**config.mk**
```make
export PLATFORM = sky130hd
export DESIGN_NAME = input_feed_sched
export DESIGN_NICKNAME = d
export VERILOG_FILES = /design/src/rtl/input_feed_sched.sv
export SDC_FILE = /design/constraint.sdc
export NUM_CORES = 1
export LEC_CHECK = 0
export BUFFER_PORTS_ARGS = -buffer_cell sky130_fd_sc_hd__buf_4
export CORE_UTILIZATION = 50
export DETAILED_ROUTE_END_ITERATION = 10
export PLACE_DENSITY = 0.69
export SETUP_SLACK_MARGIN = 0.4
export SLEW_MARGIN = 10
export SYNTH_ARGS = -nofsm -noshare
export SYNTH_HDL_FRONTEND = slang
export SYNTH_SLANG_ARGS = --single-unit
```
**constraint.sdc**
```tcl
create_clock -name clk -period 3.33 [get_ports clk]
set_input_delay 0.1665 -clock clk [delete_from_list [all_inputs] [get_ports clk]]
set_output_delay 0.1665 -clock clk [all_outputs]
set_load 0.05 [all_outputs]
```
**src/rtl/input_feed_sched.sv**
```systemverilog
// Input buffer sequencer for the systolic array: issues K skewed reads per row
// (row i lags row 0 by i cycles), stalls the wavefront on empty buffers, then drains.
module input_feed_sched #(
  parameter int unsigned ROWS  = 8,
  parameter int unsigned KW    = 8,
  parameter int unsigned DRAIN = 16
) (
  input  logic            clk,
  input  logic            rst,
  input  logic            start,
  input  logic [KW-1:0]   k_len,
  input  logic [ROWS-1:0] aempty,
  input  logic [ROWS-1:0] wempty,
  output logic [ROWS-1:0] aread,
  output logic [ROWS-1:0] wread,
  output logic [ROWS-1:0] feed_valid,
  output logic            array_en,
  output logic            busy,
  output logic            done
);

  localparam int unsigned TW = KW + $clog2(ROWS) + 1;
  localparam int unsigned DW = $clog2(DRAIN) + 1;

  typedef enum logic [1:0] {S_IDLE, S_RUN, S_DRAIN, S_DONE} state_t;

  state_t          state, state_nxt;
  logic [TW-1:0]   t, t_nxt;
  logic [DW-1:0]   dcnt, dcnt_nxt;
  logic [KW-1:0]   k_q, k_nxt;
  logic [ROWS-1:0] active;
  logic            stall;
  logic            last_step;
  logic            en_nxt;

  // Diagonal wavefront: row i reads during steps i .. i+K-1
  always_comb begin
    active = '0;
    if (state == S_RUN) begin
      for (int unsigned i = 0; i < ROWS; i++) begin
        active[i] = (t >= TW'(i)) && (t < TW'(i) + TW'(k_q));
      end
    end
    stall     = |(active & (aempty | wempty));
    aread     = stall ? '0 : active;
    wread     = stall ? '0 : active;
    last_step = (t + TW'(1)) == (TW'(k_q) + TW'(ROWS - 1));
  end

  // Next-state logic
  always_comb begin
    state_nxt = state;
    t_nxt     = t;
    dcnt_nxt  = dcnt;
    k_nxt     = k_q;
    en_nxt    = 1'b0;
    case (state)
      S_IDLE, S_DONE: begin
        state_nxt = S_IDLE;
        if (start) begin
          if (k_len != '0) begin
            k_nxt     = k_len;
            t_nxt     = '0;
            state_nxt = S_RUN;
          end else begin
            state_nxt = S_DONE;
          end
        end
      end
      S_RUN: begin
        if (!stall) begin
          en_nxt = 1'b1;
          if (last_step) begin
            state_nxt = S_DRAIN;
            dcnt_nxt  = '0;
          end else begin
            t_nxt = t + TW'(1);
          end
        end
      end
      S_DRAIN: begin
        en_nxt = 1'b1;
        if (dcnt == DW'(DRAIN - 1)) begin
          state_nxt = S_DONE;
        end else begin
          dcnt_nxt = dcnt + DW'(1);
        end
      end
      default: state_nxt = S_IDLE;
    endcase
  end

  // State and registered outputs; busy/done are taken from the next state
  always_ff @(posedge clk) begin
    if (rst) begin
      state      <= S_IDLE;
      t          <= '0;
      dcnt       <= '0;
      k_q        <= '0;
      feed_valid <= '0;
      array_en   <= 1'b0;
      busy       <= 1'b0;
      done       <= 1'b0;
    end else begin
      state      <= state_nxt;
      t          <= t_nxt;
      dcnt       <= dcnt_nxt;
      k_q        <= k_nxt;
      feed_valid <= aread;
      array_en   <= en_nxt;
      busy       <= (state_nxt == S_RUN) || (state_nxt == S_DRAIN);
      done       <= (state_nxt == S_DONE);
    end
  end

endmodule

```
Word level (Yosys, flattened, before mapping)
Cells that the tools add are included.
Cells by class
  order comparisons: 16
  add/subtract/negate cells: 9
  bitwise gates (word level): 2
  multiplexer cells: 19
  reduce and logical (&&, ||, !) cells: 18
  eq/ne operators: 14
Operators with widths (number)
  12-bit by 9-bit less-than comparator with 1-bit output: 6
  12-bit by 3-bit greater-or-equal comparator with 1-bit output (second input constant): 4
  12-bit 2-to-1 mux: 4
  3-bit by 8-bit adder with 9-bit output (first input constant): 3
  12-bit by 1-bit greater-or-equal comparator with 1-bit output (second input constant): 2
  12-bit by 2-bit greater-or-equal comparator with 1-bit output (second input constant): 2
  12-bit case mux with 2 select lines: 1
  2-bit by 8-bit adder with 9-bit output (first input constant): 2
  8-bit 2-to-1 mux: 2
  5-bit 2-to-1 mux: 3
  12-bit by 1-bit adder with 12-bit output (second input constant): 1
  12-bit by 9-bit equality test with 1-bit output: 1
  12-bit less-than comparator: 1
  12-bit by 8-bit less-than comparator with 1-bit output: 1
  2-bit != test (second input constant): 6
  2-bit 2-to-1 mux: 5
  5-bit case mux with 2 select lines: 1
  1-bit by 8-bit adder with 9-bit output (first input constant): 1
  8-bit by 3-bit adder with 9-bit output (second input constant): 1
  8-bit AND: 1
  2-bit equality test (second input constant): 4
  1-bit logical AND: 8
  8-bit bitwise OR: 1
  8-bit nonzero test: 1
  other kinds (14): 16
Word-level totals
  register bits after elaboration: 38
  output and inout bits: 27

Logic depth before layout (Yosys ltp)
  depth after elaboration: 10
  depth in mapped cells: 18
  gate-level depth less buffers: 17

Least setup slack after synthesis
OpenSTA, ideal clock, no wires.
  path kind: register -> output
  from: reg k_q[2]
  to: out wread[0]
  required time: 3164 ps
  path buffers: 3
  slack: -685 ps
  arrival: 3848 ps
  cell stages (with the launch flop): 16
  cells stage by stage: dfxtp_1 > clkbuf_1 > inv_1 > ha_1 > nor2b_1 > nor3_1 > nor2_1 > ha_1 > nand4_1 > a211o_1 > o211ai_1 > a2bb2oi_1 > nand4_1 > clkbuf_1 > nor2_1 > buf_4
On the way
  longest elaborated chain between the ends: 7
Ends and longest elaborated chain
  start, declared: RTL line 30  | logic [KW-1:0] k_q, k_nxt;
  start signal, assigned: RTL line 108  | k_q <= k_nxt;
  1-bit by 8-bit adder with 9-bit output, or another cell as far along: RTL line 41  | active[i] = (t >= TW'(i)) && (t < TW'(i) + TW'(k_q));
  12-bit by 9-bit less-than comparator with 1-bit output or 12-bit less-than comparator (tied branches): RTL line 41
  1-bit logical AND: RTL line 41
  8-bit 2-to-1 mux *: RTL line 39  | if (state == S_RUN) begin
  8-bit AND: RTL line 44  | stall = |(active & (aempty | wempty));
  8-bit OR reduction: RTL line 44
  8-bit 2-to-1 mux *
  end, declared: RTL line 15  | output logic [ROWS-1:0] wread,
Mark *: on every way between the ends. The rest lies on a longest branch, timed or not.

Worst setup path after layout
  from: reg k_q[2]
  to: reg t[11]
On the way
  longest elaborated chain between the ends: 8
Ends and longest elaborated chain
  1-bit by 8-bit adder with 9-bit output, or another cell as far along: RTL line 41
  12-bit by 9-bit less-than comparator with 1-bit output or 12-bit less-than comparator (tied branches): RTL line 41
  1-bit logical AND: RTL line 41
  8-bit 2-to-1 mux: RTL line 39
  8-bit AND: RTL line 44
  8-bit OR reduction: RTL line 44
  2-bit != test (no line)
  5-bit AND reduction (no line) *
  end signal, assigned: RTL line 106  | t <= t_nxt;
  end, declared: RTL line 28  | logic [TW-1:0] t, t_nxt;
Marked as above.
A chain may end at the register's enable or synchronous reset.

==> impl_metrics.py <==
metrics = {
    "timing": {
        "fin_skew_ns": 0.00542,
        "period_needed_ns": 3.60,
        "fmax_mhz": 278,
        "rsz0062_at_grt": "true",
        "period_share_pct": 108,
        "drv_slew": 0,
        "hold_viol_final": 0,
        "worst_slew_margin_rel_pct": 46.8,
        "layout_setup_ws_ns": -0.265,
        "setup_violations": 35,
        "tightest_slew_ns": 0.796,
        "finalSetupTns_ns": -5.11,
    },
    "worst_hold_path": {
        "whs_path_depth": 3,
        "worstHoldEndpoint": "k_q[1]$_SDFFE_PP0P_",
        "hold_path_class": "in2reg",
        "holdCritStartpoint": "k_len[1]",
    },
    "synthesis": {
        "seq_area_frac_synth_pct": 17.4,
        "yosys.area.top_type": "ha_1",
        "synthDistinctLibCells": 62,
        "syn_avg_cell_area_um2": 7.78,
        "ys.flop_type": "dfxtp_1",
        "ys_warn_count": 0,
        "syn_nets": 668,
        "synth.top_cells.by_area": "ha_1, dfxtp_1, xnor2_1",
        "synth-seq-cells": 38,
        "synth_edf_count": 0,
        "synthArstFlopShare_pct": 0,
        "synth.top_cell.area_share_pct": 22.3,
        "netlist_area_mm2": 0.00438,
        "netlist_instances": 563,
    },
    "floorplan": {
        "ios": 54,
        "row_count": 33,
        "die-area_mm2": 0.00914,
        "start_util_pct": 52.5,
        "die_y_um": 95.6,
        "core_mm2": 0.00834,
        "die_x_um": 95.6,
    },
    "global_routing": {
        "gr-total-overflow": 0,
        "antenna_found_initial": 0,
        "grt_pass1_wl_um": 23300,
        "grt_max_degree": 39,
        "grt_pass1_vias": 4719,
        "grtUsageTotal_pct": 33.5,
    },
    "route": {
        "ant_nets": 0,
        "wl_met3_um": 976,
        "viasPerCell": 5.92,
        "drt_iter0_markers": 335,
        "met1_length_um": 6370,
        "met2_wirelength_um": 6990,
        "wl_per_cell_um": 18.1,
        "vias": 4878,
        "dr.max_layer_used": "met4",
        "drc": 0,
        "first_pass_iters": 5,
        "routed_wl_um": 14900,
    },
    "layout": {
        "layout_common_cells": "buf_4, ha_1, nand2_1",
        "final_common_cell": "buf_4",
        "final_nets": 823,
        "design_area_mm2": 0.00630,
        "syn2layout_area_growth_pct": 43.7,
        "drive_gt1_share_pct": 36.6,
        "antennaDiodeCount": 0,
    },
    "run_status": {
        "violations": "setup timing",
        "status": "complete, but fails checks",
    },
    "critical_path": {
        "reg2reg_depth": 16,
        "critPathLaunch": "k_q[2]$_SDFFE_PP0P_",
        "cp-start-kind": "flip-flop",
        "worst_r2r_startpoint": "k_q[2]$_SDFFE_PP0P_",
        "worstSetupPathType": "reg2reg",
        "r2r_setup_slack_ns": -0.27,
        "rr_endpoint": "t[11]$_SDFFE_PP0P_",
        "worstPathMaxFanout": 6,
        "cp_data_required_time_ns": 3.55,
        "cp-end-kind": "flip-flop",
        "arrival_ns": 3.81,
    },
    "clock_network": {
        "cts_sinks": 38,
        "cts_tree": "done",
        "root_buffer": "clkbuf_8",
        "clockBufferDepth": 2,
        "cts_max_level": 2,
        "cts_buffers": 5,
        "clkLatencyLatePin_ns": 0.30,
        "clk_pin_slew_ns": 0.09,
        "cts_hold_buf": 0,
    },
    "placement": {
        "portBuffers": 53,
        "dp.final_hpwl_um": 11400,
        "pre_cts_ws_ns": -0.405,
        "place_area_mm2": 0.00577,
        "gp_routability_congestion": 0.936,
    },
    "power_and_ir_drop": {
        "power_mw": 1.28,
        "leakagePower_nw": 2.68,
        "peakVddDrop_mv": 0.177,
        "p_per_area_mw_per_mm2": 203,
    },
    "job": {
        "maxCapViolations": 0,
    },
}
routing by layer:
metal  up-vias  global-route usage (%)
li1       2350                       -
met1      2277                    41.1
met2       209                    58.0
met3        42                    5.18
met4         0                    14.1
met5         -                       0
cell families (layout without fill, tap and decap cells):
| kind of cell | count (synthesis) | in the layout | synth area share, % |
|---|---|---|---|
| flip-flops | 38 | 38 | 17.4 |
| adder cells (fa/ha/maj) | 78 | 78 | 22.3 |
| AO/OA/AOI/OAI | 119 | 119 | 18.0 |
| buffers and inverters | 61 | 217 | 6.22 |
| XOR/XNOR | 49 | 49 | 10.1 |
| AND/OR/NAND/NOR | 217 | 217 | 25.8 |
| multiplexers | 1 | 1 | 0.228 |
registers in the layout, summed over array words and instances (netlist names):
name / cells
k_q: 8
busy: 1
array_en: 1
feed_valid: 8
dcnt: 5
state: 2
done: 1
t: 12
synthesized netlist by cell type (all sizes together), types with 6 or more instances:
cell type and count:
buf 17, nand3 27, xnor2 43, o311ai 6, nand2b 8, clkbuf 19, nor2b 14, o211ai 11
nand4 14, ha 78, or4 6, o21ai 12, a211oi 6, nor2 51, a21oi 42, a31oi 8
a211o 6, nor3 10, inv 23, dfxtp 38, nand2 55
per-stage QoR:
step | util [%] | hold WS (ns) | instances
after floorplan | - | 0.295 | 563
after global placement | 69.2 | 0.423 | 800
after detailed placement | 69.2 | 0.425 | 800
after CTS | 74.0 | 0.104 | 820
after global routing | 75.5 | 0.112 | 824
final | 75.5 | 0.102 | 824
worst max path at each step:
stage / end / slack, ns / cells after the start
final: t[11]$_SDFFE_PP0P_ / -0.27 / 16
after global routing: t[11]$_SDFFE_PP0P_ / -0.39 / 19
after CTS: t[11]$_SDFFE_PP0P_ / -0.12 / 16
after detailed placement: t[8]$_SDFFE_PP0P_ / -0.40 / 15
after global placement: t[8]$_SDFFE_PP0P_ / -0.30 / 15
after floorplan: t[8]$_SDFFE_PP0P_ / -0.07 / 17
critical path, stage by stage (launching register included):
cell and delay [ns]:
dfxtp_4 0.41, buf_6 0.14, inv_8 0.04, ha_1 0.19, a21oi_2 0.21, buf_4 0.14
xnor2_1 0.06, ha_1 0.32, o211ai_1 0.18, a211oi_2 0.31, nor3_2 0.10, a2bb2oi_2 0.16
nand4_1 0.12, buf_6 0.16, nand2b_4 0.15, or4b_4 0.57, o31ai_2 0.24
power by group:
part           total (mW)  switching, mW  internal (mW)
Combinational       0.444          0.230          0.214
Sequential          0.473         0.0104          0.463
Clock               0.363          0.196          0.167
timing repair:
action,CTS,global route
setup endpoints to repair,45,45
gates cloned,1,0
resized for setup,53,21
pin swaps,17,9
buffers inserted,11,4
layout make-up:
class,instances,area (µm²)
sequential,38,777
timing repair buffer,184,1500
tap,105,131
clock buffer,6,82.6
fill,654,2040
inverter,25,104
multi-input combinational,464,3690
clock inverter,2,12.5
No activity file was read; power rests on OpenSTA's default activity.
